$ cat src/rtl/tm1638_panel_pkg.sv
// Shared types and the hex font for the TM1638 key panel.
// Segment bytes are a..g in bits 7..1, with the dot in bit 0.
package tm1638_panel_pkg;

    typedef enum logic {
        LED_DIRECT = 1'b0,
        LED_TOGGLE = 1'b1
    } led_mode_t;

    localparam logic [7:0] SEG_BLANK = 8'h00;

    function automatic logic [7:0] hex_to_seg(input logic [3:0] nib);
        logic [7:0] seg;
        case (nib)
            4'h0:    seg = 8'hFC;
            4'h1:    seg = 8'h60;
            4'h2:    seg = 8'hDA;
            4'h3:    seg = 8'hF2;
            4'h4:    seg = 8'h66;
            4'h5:    seg = 8'hB6;
            4'h6:    seg = 8'hBE;
            4'h7:    seg = 8'hE0;
            4'h8:    seg = 8'hFE;
            4'h9:    seg = 8'hF6;
            4'hA:    seg = 8'hEE;
            4'hB:    seg = 8'h3E;
            4'hC:    seg = 8'h9C;
            4'hD:    seg = 8'h7A;
            4'hE:    seg = 8'h9E;
            default: seg = 8'h8E;
        endcase
        return seg;
    endfunction

endpackage

$ cat src/rtl/key_debouncer.sv
// One key: two-flop synchroniser, stability counter, debounced level and
// a press pulse issued on the same edge the level is accepted as high.
module key_debouncer #(
    parameter int DEBOUNCE_CYCLES = 65536
) (
    input  logic clock,
    input  logic reset,
    input  logic key,
    output logic stable,
    output logic pressed
);

    localparam int CW = (DEBOUNCE_CYCLES > 2) ? $clog2(DEBOUNCE_CYCLES) : 1;
    localparam logic [CW-1:0] CNT_LAST = CW'(DEBOUNCE_CYCLES - 1);

    logic [1:0]    sync_reg;
    logic [CW-1:0] cnt_reg;
    logic          stable_reg;
    logic          pressed_reg;

    always_ff @(posedge clock or posedge reset) begin
        if (reset) begin
            sync_reg    <= '0;
            cnt_reg     <= '0;
            stable_reg  <= 1'b0;
            pressed_reg <= 1'b0;
        end else begin
            sync_reg    <= {sync_reg[0], key};
            pressed_reg <= 1'b0;
            if (sync_reg[1] != stable_reg) begin
                if (cnt_reg == CNT_LAST) begin
                    stable_reg  <= sync_reg[1];
                    cnt_reg     <= '0;
                    // Only a 0->1 acceptance is a press; releases are silent.
                    pressed_reg <= sync_reg[1];
                end else begin
                    cnt_reg <= cnt_reg + CW'(1);
                end
            end else begin
                cnt_reg <= '0;
            end
        end
    end

    assign stable  = stable_reg;
    assign pressed = pressed_reg;

endmodule

$ cat src/rtl/tm1638_key_panel.sv
// TM1638 front-panel controller: debounced keys, press counter, last key,
// LED drive and a multiplexed hex display of last key and count.
module tm1638_key_panel
    import tm1638_panel_pkg::*;
#(
    parameter int N_KEYS          = 8,
    parameter int N_DIGITS        = 8,
    parameter int DEBOUNCE_CYCLES = 65536,
    parameter int SCAN_CYCLES     = 1024,
    parameter int LED_MODE        = 0,
    parameter int BLANK_ZEROS     = 1
) (
    input  logic                      clock,
    input  logic                      reset,
    input  logic                      clear,
    input  logic [N_KEYS-1:0]         key,
    output logic [N_KEYS-1:0]         key_pressed,
    output logic [N_KEYS-1:0]         led,
    output logic [4*(N_DIGITS-2)-1:0] press_count,
    output logic [7:0]                last_key,
    output logic [7:0]                abcdefgh,
    output logic [N_DIGITS-1:0]       digit
);

    localparam int        W_CNT = 4 * (N_DIGITS - 2);
    localparam int        SW    = (SCAN_CYCLES > 2) ? $clog2(SCAN_CYCLES) : 1;
    localparam int        DW    = $clog2(N_DIGITS);
    localparam led_mode_t MODE  = (LED_MODE != 0) ? LED_TOGGLE : LED_DIRECT;

    logic [N_KEYS-1:0] stable;

    genvar gi;
    generate
        for (gi = 0; gi < N_KEYS; gi++) begin : g_key
            key_debouncer #(
                .DEBOUNCE_CYCLES(DEBOUNCE_CYCLES)
            ) u_deb (
                .clock  (clock),
                .reset  (reset),
                .key    (key[gi]),
                .stable (stable[gi]),
                .pressed(key_pressed[gi])
            );
        end
    endgenerate

    logic [W_CNT-1:0] pop_sum;
    logic [7:0]       high_idx;

    always_comb begin
        pop_sum  = '0;
        high_idx = '0;
        for (int i = 0; i < N_KEYS; i++) begin
            if (key_pressed[i]) begin
                pop_sum  = pop_sum + W_CNT'(1);
                high_idx = 8'(i);
            end
        end
    end

    logic [W_CNT-1:0]  count_reg;
    logic [7:0]        last_reg;
    logic [N_KEYS-1:0] toggle_reg;

    always_ff @(posedge clock or posedge reset) begin
        if (reset) begin
            count_reg  <= '0;
            last_reg   <= '0;
            toggle_reg <= '0;
        end else if (clear) begin
            // Clear wins over any press arriving in the same cycle.
            count_reg  <= '0;
            last_reg   <= '0;
            toggle_reg <= '0;
        end else begin
            count_reg  <= count_reg + pop_sum;
            toggle_reg <= toggle_reg ^ key_pressed;
            if (|key_pressed) begin
                last_reg <= high_idx;
            end
        end
    end

    assign press_count = count_reg;
    assign last_key    = last_reg;
    assign led         = (MODE == LED_TOGGLE) ? toggle_reg : stable;

    // Segment pattern for every digit position, rebuilt combinationally.
    logic [N_DIGITS-1:0][7:0] seg_table;

    generate
        for (gi = 0; gi < N_DIGITS; gi++) begin : g_dig
            if (gi < N_DIGITS - 2) begin : g_count
                logic blank;
                assign blank = (BLANK_ZEROS != 0) && (gi != 0) &&
                               !(|count_reg[W_CNT-1:4*gi]);
                assign seg_table[gi] = blank ? SEG_BLANK
                                             : hex_to_seg(count_reg[4*gi +: 4]);
            end else if (gi == N_DIGITS - 2) begin : g_last_lo
                assign seg_table[gi] = hex_to_seg(last_reg[3:0]) | 8'h01;
            end else begin : g_last_hi
                assign seg_table[gi] = hex_to_seg(last_reg[7:4]);
            end
        end
    endgenerate

    logic [SW-1:0]       scan_cnt_reg;
    logic [DW-1:0]       scan_idx_reg;
    logic [N_DIGITS-1:0] digit_reg;
    logic [7:0]          seg_reg;

    always_ff @(posedge clock or posedge reset) begin
        if (reset) begin
            scan_cnt_reg <= '0;
            scan_idx_reg <= '0;
            digit_reg    <= '0;
            seg_reg      <= '0;
        end else begin
            if (scan_cnt_reg == SW'(SCAN_CYCLES - 1)) begin
                scan_cnt_reg <= '0;
                scan_idx_reg <= (scan_idx_reg == DW'(N_DIGITS - 1)) ? '0
                                                                    : scan_idx_reg + DW'(1);
            end else begin
                scan_cnt_reg <= scan_cnt_reg + SW'(1);
            end
            // Enable and segments are registered together so they switch on the same edge.
            digit_reg <= N_DIGITS'(1) << scan_idx_reg;
            seg_reg   <= seg_table[scan_idx_reg];
        end
    end

    assign digit    = digit_reg;
    assign abcdefgh = seg_reg;

endmodule

$ cat config.mk
export PLATFORM = sky130hd
export DESIGN_NAME = tm1638_key_panel
export DESIGN_NICKNAME = d
export VERILOG_FILES = /design/src/rtl/tm1638_panel_pkg.sv /design/src/rtl/key_debouncer.sv /design/src/rtl/tm1638_key_panel.sv
export SDC_FILE = /design/constraint.sdc
export NUM_CORES = 1
export LEC_CHECK = 0
export ABC_AREA = 1
export BUFFER_PORTS_ARGS = -buffer_cell sky130_fd_sc_hd__buf_2
export CAP_MARGIN = 40
export CORE_MARGIN = 5
export CORE_UTILIZATION = 30
export CTS_BUF_LIST = sky130_fd_sc_hd__clkbuf_4
export CTS_CLUSTER_DIAMETER = 80
export DETAILED_ROUTE_END_ITERATION = 8
export PLACE_DENSITY_LB_ADDON = 0.08
export SYNTH_ARGS = -nofsm -noshare
export SYNTH_HDL_FRONTEND = slang
export SYNTH_SLANG_ARGS = --single-unit
$ cat constraint.sdc
create_clock -name clock -period 8.45 [get_ports clock]
set_clock_uncertainty 0.2 [all_clocks]
set_input_delay 1.2675 -clock clock [delete_from_list [all_inputs] [get_ports clock]]
set_output_delay 1.2675 -clock clock [all_outputs]
set_load 0.005 [all_outputs]
==> results by group, run 1 <==
CTS
  – CTS resizes: 0
  – Worst-skew pair later-pin latency: between 700 and 800 ps
  – Max clock buf depth: 3
  – Htree depth: 3
  – Worst-path clk slew: about 60 ps
  – TritonCTS clock tree: built
  – Clock root cell: clkbuf_4
  – CTS Sinks: 215
  – # Post-CTS Setup Buffers: 0
  – CTS Hold Buffers Added: 0
  – CTS buffer count: just under 70

Cells and area
  – Most frequent cells in the layout: nand2_1, dfrtp_1, nor2_1
  – Design area: about 14000 sq um
  – Final #Nets: 1688
  – Largest register FFs: ~130
  – Most common cell after layout, fill and taps aside: nand2_1
  – Layout cells sized above 1: 0.140
  – Layout area overhead: 13.5%

STA
  – Final hold violations: 0
  – Worst Tran Pin Value: 804 ps
  – Slew HR: 0.464
  – Crit path time final: about 5600 ps
  – Fmax: between 150 and 200 MHz
  – RSZ-0062 raised after global routing: false
  – Fin crit share: 0.658
  – Slew Limit Fails: 0
  – Total negative slack: 0 ps
  – Final Setup Violations: 0

Global route
  – First-pass GRT wire length: about 50000 um
  – Largest net degree at the start of global routing: ~110
  – Grt total ovfl: 0
  – Gr usage total: 0.135
  – Initial antenna violation count: 1
  – Vias in the first global route: about 10k

Route
  – Drt wl/cell: between 10 and 15 um
  – Drt drc: 0
  – Routed wire length: approximately 30000 um
  – Drt first-iter violations: between 400 and 500
  – Vias/cell: around 4.6
  – Vias: between 9k and 10k
  – Initial DRT Pass Iterations: 5
  – Antenna Nets Post-Route: 0

Floorplan
  – Die H: ~210 um
  – Die span in x: roughly 210 um
  – Rows: 74
  – Core Box Area: a little over 40000 sq um
  – Area of the die: 45200 sq um
  – Top Ports: 75
  – Initial Util: 0.302

Power
  – Switch share: 0.260
  – Clock share of power: 0.469
  – Pwr dens: ~160 nW/um^2
  – Sequential share of power: 0.477
  – Cell leakage power: approximately 0.0065 uW
  – Net switching power figure: between 500 and 600 uW
  – Worst VDD drop: a little under 0.09 mV
  – Combinational Power Share: 0.054
  – Pint: 1650 uW

Status
  – Status: completed

Min path
  – Hold crit path type: flip-flop to flip-flop

Yosys
  – Cell variety after synth: 53
  – Ys Warns: 0
  – Seq/Total Area, Yosys: 0.437
  – Mapped Area: about 12000 sq um
  – Post-synth EDFFs: 0
  – Post-synth ARST share: 1.00
  – Synthesized instance count: around 1.5k
  – Synthesized flop and latch total: approximately 220
  – Syn_area_per_cell: about 8.2 sq um
  – Top_reg_cell synth: dfrtp_1

Setup path
  – Slowest stage delay, CP: ~400 ps
  – Crit path arrival time: between 5000 and 6000 ps
  – Crit path max-delay cell type: dfrtp_1
  – Data required, critical path: about 8800 ps
  – CP bufs+invs: 6
  – Crit path kind: flip-flop to flip-flop
  – Most frequent CP cell: nand2_1
  – Top delay family on crit path: adder cells
  – CP Capture Type: flip-flop
  – R2r setup slk: 2890 ps
  – CP Max Fanout: 5
  – Startpoint types: flip-flop

Placement
  – Final GP Congestion: 0.829
  – HPWL Detailed: 21200 um
  – Placed cell areas: around 13000 sq um
  – Port Buffer Count: just under 70

Run
  – Max-Cap Viols: 0
-- metrics by stage --
step	util	std cells	setup WS, ps	power (uW)	hold slack, ps
after CTS	0.343	2180	2840	2300	136
after global routing	0.343	2181	2310	2370	131
after detailed placement	0.323	2066	2880	1210	136
after floorplan	-	1503	1100	1160	131
after global placement	0.322	2065	3050	1210	133
final	0.343	2181	2890	2230	135
-- final timing paths --
kind | start | end | cells past startpoint
worst max-delay path | g_key[1].u_deb.pressed | press_count[21] | 32
worst min-delay path | g_key[2].u_deb.sync_reg[0] | g_key[2].u_deb.sync_reg[1] | 0
worst max register to register | g_key[1].u_deb.pressed | press_count[21] | 32
worst min register to register | g_key[2].u_deb.sync_reg[0] | g_key[2].u_deb.sync_reg[1] | 0
max in group asynchronous | reset | press_count[8] | 3
min in group asynchronous | reset | g_key[3].u_deb.cnt_reg[9] | 2
-- cell families (layout without fill, tap and decap cells) --
kind of cell,count (synthesis),count (layout),share of synthesized area
buffers and inverters,250,395,0.0850
XOR/XNOR,63,63,0.0448
adder cells (fa/ha/maj),72,72,0.0737
flip-flops,215,215,0.437
other,1,9,0.000304
AO/OA/AOI/OAI,206,206,0.0983
AND/OR/NAND/NOR,689,689,0.261
-- power groups by stage --
stage               clock network, uW  registers, uW  logic [uW]
finish                           1050           1060         121
global route                     1160           1060         143
CTS                              1120           1060         126
detailed placement                  0           1080         125
global placement                    0           1080         124
floorplan                           0           1080        89.1
-- per-layer routing --
| layer | part of all wire | vias to the layer above | track usage |
|---|---|---|---|
| met4 | 0.035 | 0 | 0.0600 |
| met3 | 0.053 | 66 | 0.0385 |
| met5 | 0 | - | 0 |
| met1 | 0.47 | 4586 | 0.171 |
| met2 | 0.45 | 173 | 0.216 |
| li1 | - | 5114 | - |
-- final cells by class --
| type | instances | area (sq um) |
|---|---|---|
| diodes | 1 | 2.50 |
| clock buffers | 93 | 698 |
| clock inverters | 21 | 143 |
| fillers | 4326 | 26800 |
| inverters | 209 | 792 |
| multi-input cells | 1038 | 5920 |
| flip-flops and latches | 215 | 5380 |
| well taps | 532 | 666 |
| repair buffers | 72 | 388 |
-- synthesized netlist by cell type (7+ instances only) --
cell type  instances  area, sq um
dfrtp_1          215         5380
o21a_1             7         52.6
nor4_1             8         50.1
clkbuf_1          10         37.5
xor2_1            47          412
nor2_1           197          739
o211ai_1          15          113
nand3_1           93          465
nand3_2            7         70.1
inv_1            197          739
nand4_1           12         75.1
xnor2_1           16          140
ha_1              71          888
a21oi_1           69          345
nor3b_1           23          173
nor3_1            56          280
o21ai_0           71          355
nor2_2             9         56.3
and3_1             9         56.3
buf_4             23          173
nand2_1          236          886
nor3_2             7         70.1
a31oi_1            9         56.3
(Power assumes the default switching activity.)
==> inputs of run 2 (changes only) <==
==> constraint.sdc (replaced) <==
create_clock -name clock -period 5.2 [get_ports clock]
set_clock_uncertainty 0.2 [all_clocks]
set_input_delay 0.78 -clock clock [delete_from_list [all_inputs] [get_ports clock]]
set_output_delay 0.78 -clock clock [all_outputs]
set_load 0.005 [all_outputs]
==> run 2 against run 1 <==
  * Clock-buffer cell count is 8 higher
  * Hold slack better by 12 ps
  * Flip-flop and latch count is the same
  * Critical path type unchanged
  * Critical path depth increased by 1
  * Sequential share of layout area shrank 1.2 points
  * Sequential power grew 63%
  * Cell count increased by 1.6%
  * Largest cell class unchanged
  * Combinational power increased by 74%
  * Register-to-register slack worse by 2500 ps
  * Wire length rose by 1.7%
  * Largest power group is now the clock network
==> results by group, run 2 (same netlist as run 1, synthesis figures left out) <==
Global route
  – Initial antenna violation count: 1
  – First-pass GRT wire length: roughly 50000 um
  – Grt total ovfl: 0
  – Largest net degree at the start of global routing: approximately 120
  – Gr usage total: 0.137
  – Vias in the first global route: between 10k and 15k

STA
  – Fmax: just over 200 MHz
  – Worst setup margin: about 360 ps
  – Fin crit share: 0.930
  – Final hold violations: 0
  – Crit path time final: between 4000 and 5000 ps
  – Worst Tran Pin Value: roughly 730 ps
  – Slew Limit Fails: 0
  – Slew HR: 0.511
  – Final Setup Violations: 0

Setup path
  – Most frequent CP cell: nand2_2
  – Slowest stage delay, CP: approximately 360 ps
  – Top delay family on crit path: adder cells
  – Startpoint types: flip-flop
  – Data required, critical path: 5550 ps
  – Crit path kind: flip-flop to flip-flop
  – Crit path arrival time: 5190 ps
  – CP bufs+invs: 6
  – CP Capture Type: flip-flop
  – Crit path max-delay cell type: dfrtp_1
  – CP Max Fanout: 4

CTS
  – CTS buffer count: 71
  – Max clock buf depth: 3
  – Clock root cell: clkbuf_4
  – Worst-skew pair later-pin latency: approximately 710 ps
  – Htree depth: 3
  – CTS Sinks: ~220
  – Worst-path clk slew: roughly 60 ps
  – TritonCTS clock tree: built

Run
  – Max-Cap Viols: 0

Cells and area
  – Design area: 14400 sq um
  – Final Non-Filler Cells: roughly 2.2k
  – Most frequent cells in the layout: nand2_1, dfrtp_1, nor2_1
  – Largest register FFs: roughly 130
  – Final #Nets: 1714
  – # fillers: between 4k and 5k
  – Layout cells sized above 1: 0.174
  – Most common cell after layout, fill and taps aside: nand2_1
  – Layout area overhead: 17.1%

Power
  – Pwr dens: roughly 260 nW/um^2
  – Cell leakage power: 0.00668 uW
  – Worst VDD drop: between 0.1 and 0.15 mV

Route
  – Vias/cell: between 4 and 5
  – Vias: approximately 10k
  – Drt wl/cell: between 10 and 15 um
  – Drt first-iter violations: approximately 400
  – Initial DRT Pass Iterations: 5
  – Antenna Nets Post-Route: 0
  – Routed wire length: between 30000 and 40000 um
  – Drt drc: 0

Floorplan
  – Core Box Area: 40700 sq um
  – Die H: around 210 um
  – Area of the die: about 45000 sq um
  – Rows: between 70 and 80
  – Die span in x: between 200 and 250 um
  – Initial Util: 0.302
  – Top Ports: 75

Placement
  – Port Buffer Count: 69
  – Placed cell areas: 13200 sq um
  – Final GP Congestion: roughly 0.8
  – Setup WS pre-CTS: -49.2 ps
  – HPWL Detailed: 21200 um
  – Placed Cells incl. Taps: a little over 2k

Status
  – Status: completed

Min path
  – Hold crit path type: flip-flop to flip-flop
-- run 2: timing repair --
action / in CTS / in global routing
setup buffers: 1 / 6
hold buffers: 9 / 0
endpoints found under the setup margin: 12 / 20
pin swaps: 1 / 21
hold endpoints to repair: 53 / 0
resized for setup: 4 / 48
-- run 2: worst paths after layout --
kind / slack [ps] / to / cells after the start / startpoint
max: 360 / press_count[16] / 33 / g_key[0].u_deb.pressed
min: 150 / g_key[6].u_deb.sync_reg[1] / 0 / g_key[6].u_deb.sync_reg[0]
max reg2reg: 360 / press_count[16] / 33 / g_key[0].u_deb.pressed
min reg2reg: 150 / g_key[6].u_deb.sync_reg[1] / 0 / g_key[6].u_deb.sync_reg[0]
max in group asynchronous: 3140 / g_key[5].u_deb.cnt_reg[0] / 5 / reset
min in group asynchronous: 590 / g_key[2].u_deb.stable / 4 / reset
-- run 2: per-stage QoR --
step / power (uW) / hold slack [ps] / setup TNS, ps / util
final: 3740 / 147 / 0 / 0.354
after global routing: 3980 / 152 / -395 / 0.354
after CTS: 3850 / 135 / 0 / 0.349
after detailed placement: 1960 / 136 / -169 / 0.324
after global placement: 1960 / 133 / 0 / 0.324
after floorplan: 1890 / 131 / 0 / -
-- run 2: area by class of cell --
| cell class | count | area, sq um | area share |
|---|---|---|---|
| clock buffers | 101 | 758 | 0.0526 |
| repair buffers | 96 | 599 | 0.0415 |
| clock inverters | 23 | 153 | 0.0106 |
| diodes | 1 | 2.50 | 0.000173 |
| well taps | 532 | 666 | 0.0461 |
| inverters | 209 | 788 | 0.0546 |
| flip-flops and latches | 215 | 5380 | 0.373 |
| multi-input cells | 1038 | 6080 | 0.421 |
-- run 2: where the power goes --
group | switching (uW) | internal, uW | total (uW)
sequential | 27.2 | 1700 | 1730
combinational | 144 | 66.7 | 210
clock | 806 | 994 | 1800
total | 977 | 2760 | 3740
-- run 2: per-layer routing --
layer | global-route usage | vias to the layer above | wire length (um)
li1 | - | 5188 | -
met1 | 0.171 | 4629 | 13700
met2 | 0.224 | 189 | 13900
met3 | 0.0382 | 77 | 1580
met4 | 0.0558 | 0 | 994
met5 | 0 | - | 0
==> inputs of run 3 (changes only) <==
--- a/config.mk
+++ b/config.mk
@@ -7,13 +7,13 @@
 export LEC_CHECK = 0
 export ABC_AREA = 1
 export BUFFER_PORTS_ARGS = -buffer_cell sky130_fd_sc_hd__buf_2
-export CAP_MARGIN = 40
+export CAP_MARGIN = 30
 export CORE_MARGIN = 5
 export CORE_UTILIZATION = 30
 export CTS_BUF_LIST = sky130_fd_sc_hd__clkbuf_4
 export CTS_CLUSTER_DIAMETER = 80
 export DETAILED_ROUTE_END_ITERATION = 8
-export PLACE_DENSITY_LB_ADDON = 0.08
+export PLACE_DENSITY_LB_ADDON = 0.25
 export SYNTH_ARGS = -nofsm -noshare
 export SYNTH_HDL_FRONTEND = slang
 export SYNTH_SLANG_ARGS = --single-unit
==> constraint.sdc (replaced) <==
create_clock -name clock -period 5.2 [get_ports clock]
set_clock_uncertainty 0.2 [all_clocks]
set_input_delay 0.52 -clock clock [delete_from_list [all_inputs] [get_ports clock]]
set_output_delay 0.52 -clock clock [all_outputs]
set_load 0.005 [all_outputs]
==> run 3 against run 2 <==
  * Fmax shrank 1.7%
  * First-iteration DRC count grew 43%
  * Highest routed layer unchanged
  * Largest cell class unchanged
  * Non-clock buffer count grew 7
  * Cell count is essentially flat
==> results by group, run 3 (same netlist as run 1, synthesis figures left out) <==
Setup path
  – Worst R2R End: press_count[14]
  – CP Max Fanout: 4
  – Worst r2r src: g_key[1].u_deb.pressed
  – R2r setup slk: about 280 ps
  – Data required, critical path: 5560 ps
  – Crit path arrival time: 5280 ps
  – CP Capture Type: flip-flop
  – CP bufs+invs: 6
  – Startpoint types: flip-flop
  – Crit path max-delay cell type: dfrtp_1
  – Slowest stage delay, CP: around 360 ps
  – Worst R2R Path Depth: 34
  – Crit path kind: flip-flop to flip-flop
  – Top delay family on crit path: adder cells
  – Most frequent CP cell: nand2_1

CTS
  – Worst-path clk slew: 60 ps
  – Max clock buf depth: 3
  – Clock root cell: clkbuf_4
  – CTS buffer count: 66
  – Htree depth: 3
  – Worst-skew pair later-pin latency: ~700 ps
  – CTS Sinks: approximately 220
  – TritonCTS clock tree: built

Min path
  – Hold crit path type: flip-flop to flip-flop
  – Hold wc startpoint: g_key[4].u_deb.sync_reg[0]
  – Hold path depth: 0
  – Worst Hold Path EP: g_key[4].u_deb.sync_reg[1]

Route
  – Initial DRT Pass Iterations: 5
  – Antenna Nets Post-Route: 0
  – Drt drc: 0
  – Drt first-iter violations: between 500 and 600
  – Drt wl/cell: approximately 13 um
  – Vias: 10.0k
  – Routed wire length: about 28000 um
  – Vias/cell: roughly 4.5

Placement
  – Port Buffer Count: 69
  – Placed Cells incl. Taps: a little over 2k
  – Final GP Congestion: 0.857
  – HPWL Detailed: about 20000 um
  – Placed cell areas: between 10000 and 15000 sq um

Cells and area
  – Most frequent cells in the layout: nand2_1, dfrtp_1, nor2_1
  – Most common cell after layout, fill and taps aside: nand2_1
  – Final Non-Filler Cells: 2214
  – Final #Nets: between 1.5k and 2k
  – Design area: 14400 sq um
  – Layout cells sized above 1: 0.170
  – Largest register FFs: around 130
  – Layout area overhead: 16.9%

Status
  – Status: completed

Global route
  – Gr usage total: 0.127
  – Grt total ovfl: 0
  – First-pass GRT wire length: roughly 48000 um
  – Largest net degree at the start of global routing: 74
  – Vias in the first global route: 9887
  – Initial antenna violation count: 2

Floorplan
  – Area of the die: 45200 sq um
  – Core Box Area: about 40000 sq um
  – Rows: 74
  – Die H: roughly 210 um
  – Initial Util: 0.302
  – Die span in x: around 210 um
  – Top Ports: 75

Run
  – Max-Cap Viols: 0

STA
  – Final Setup Violations: 0
  – Final hold violations: 0
  – Fmax: roughly 200 MHz
  – Worst Tran Pin Value: 860 ps
  – WHS: ~140 ps
  – Slew HR: 0.426
  – Slew Limit Fails: 0
  – Fin crit share: 0.946
  – Crit path time final: approximately 4900 ps

Power
  – Worst VDD drop: 0.175 mV
  – Cell leakage power: 0.00668 uW
  – Pwr dens: approximately 250 nW/um^2
-- run 3: final cells by class --
cell class	count	area (sq um)
fillers	4245	26300
multi-input cells	1038	6070
flip-flops and latches	215	5380
inverters	209	788
clock buffers	95	713
repair buffers	103	672
well taps	532	666
clock inverters	19	108
diodes	3	7.51
-- run 3: repair_timing --
item | in CTS | in global routing
hold endpoints to repair | 19 | 0
cloned | 0 | 0
hold buffers | 11 | 0
pin swaps | 0 | 28
endpoints found under the setup margin | 8 | 17
setup buffers | 0 | 11
gates resized for setup | 5 | 41
-- run 3: how the worst max path moves through the flow --
stage | from | endpoint | slack (ps) | depth (start not counted)
after floorplan | g_key[0].u_deb.pressed | press_count[17] | 290 | 32
after global placement | g_key[0].u_deb.pressed | press_count[19] | 40 | 33
after detailed placement | g_key[1].u_deb.pressed | press_count[19] | -70 | 33
after CTS | g_key[1].u_deb.pressed | press_count[17] | 5 | 33
after global routing | g_key[1].u_deb.pressed | press_count[14] | -60 | 34
final | g_key[1].u_deb.pressed | press_count[14] | 280 | 34
-- run 3: metal layers --
metal	track usage	vias up	wire (um)
li1	-	5171	-
met1	0.168	4574	13100
met2	0.199	231	12700
met3	0.0364	65	1540
met4	0.0448	0	747
met5	0	-	0
-- run 3: power by group --
group / switching, uW / internal [uW] / total, uW
Sequential: 26.5 / 1700 / 1730
Clock: 759 / 888 / 1650
Combinational: 141 / 70.4 / 211
Total: 927 / 2660 / 3580
-- run 3: stage by stage --
step	setup WS, ps	power, uW	TNS, ps	utilization
6_report	282	3580	0	0.354
5_1_grt	-64.7	3800	-163	0.354
4_1_cts	5.27	3670	0	0.347
3_5_place_dp	-65.5	1950	-151	0.323
3_3_place_gp	40.8	1950	0	0.323
2_1_floorplan	291	1890	0	-
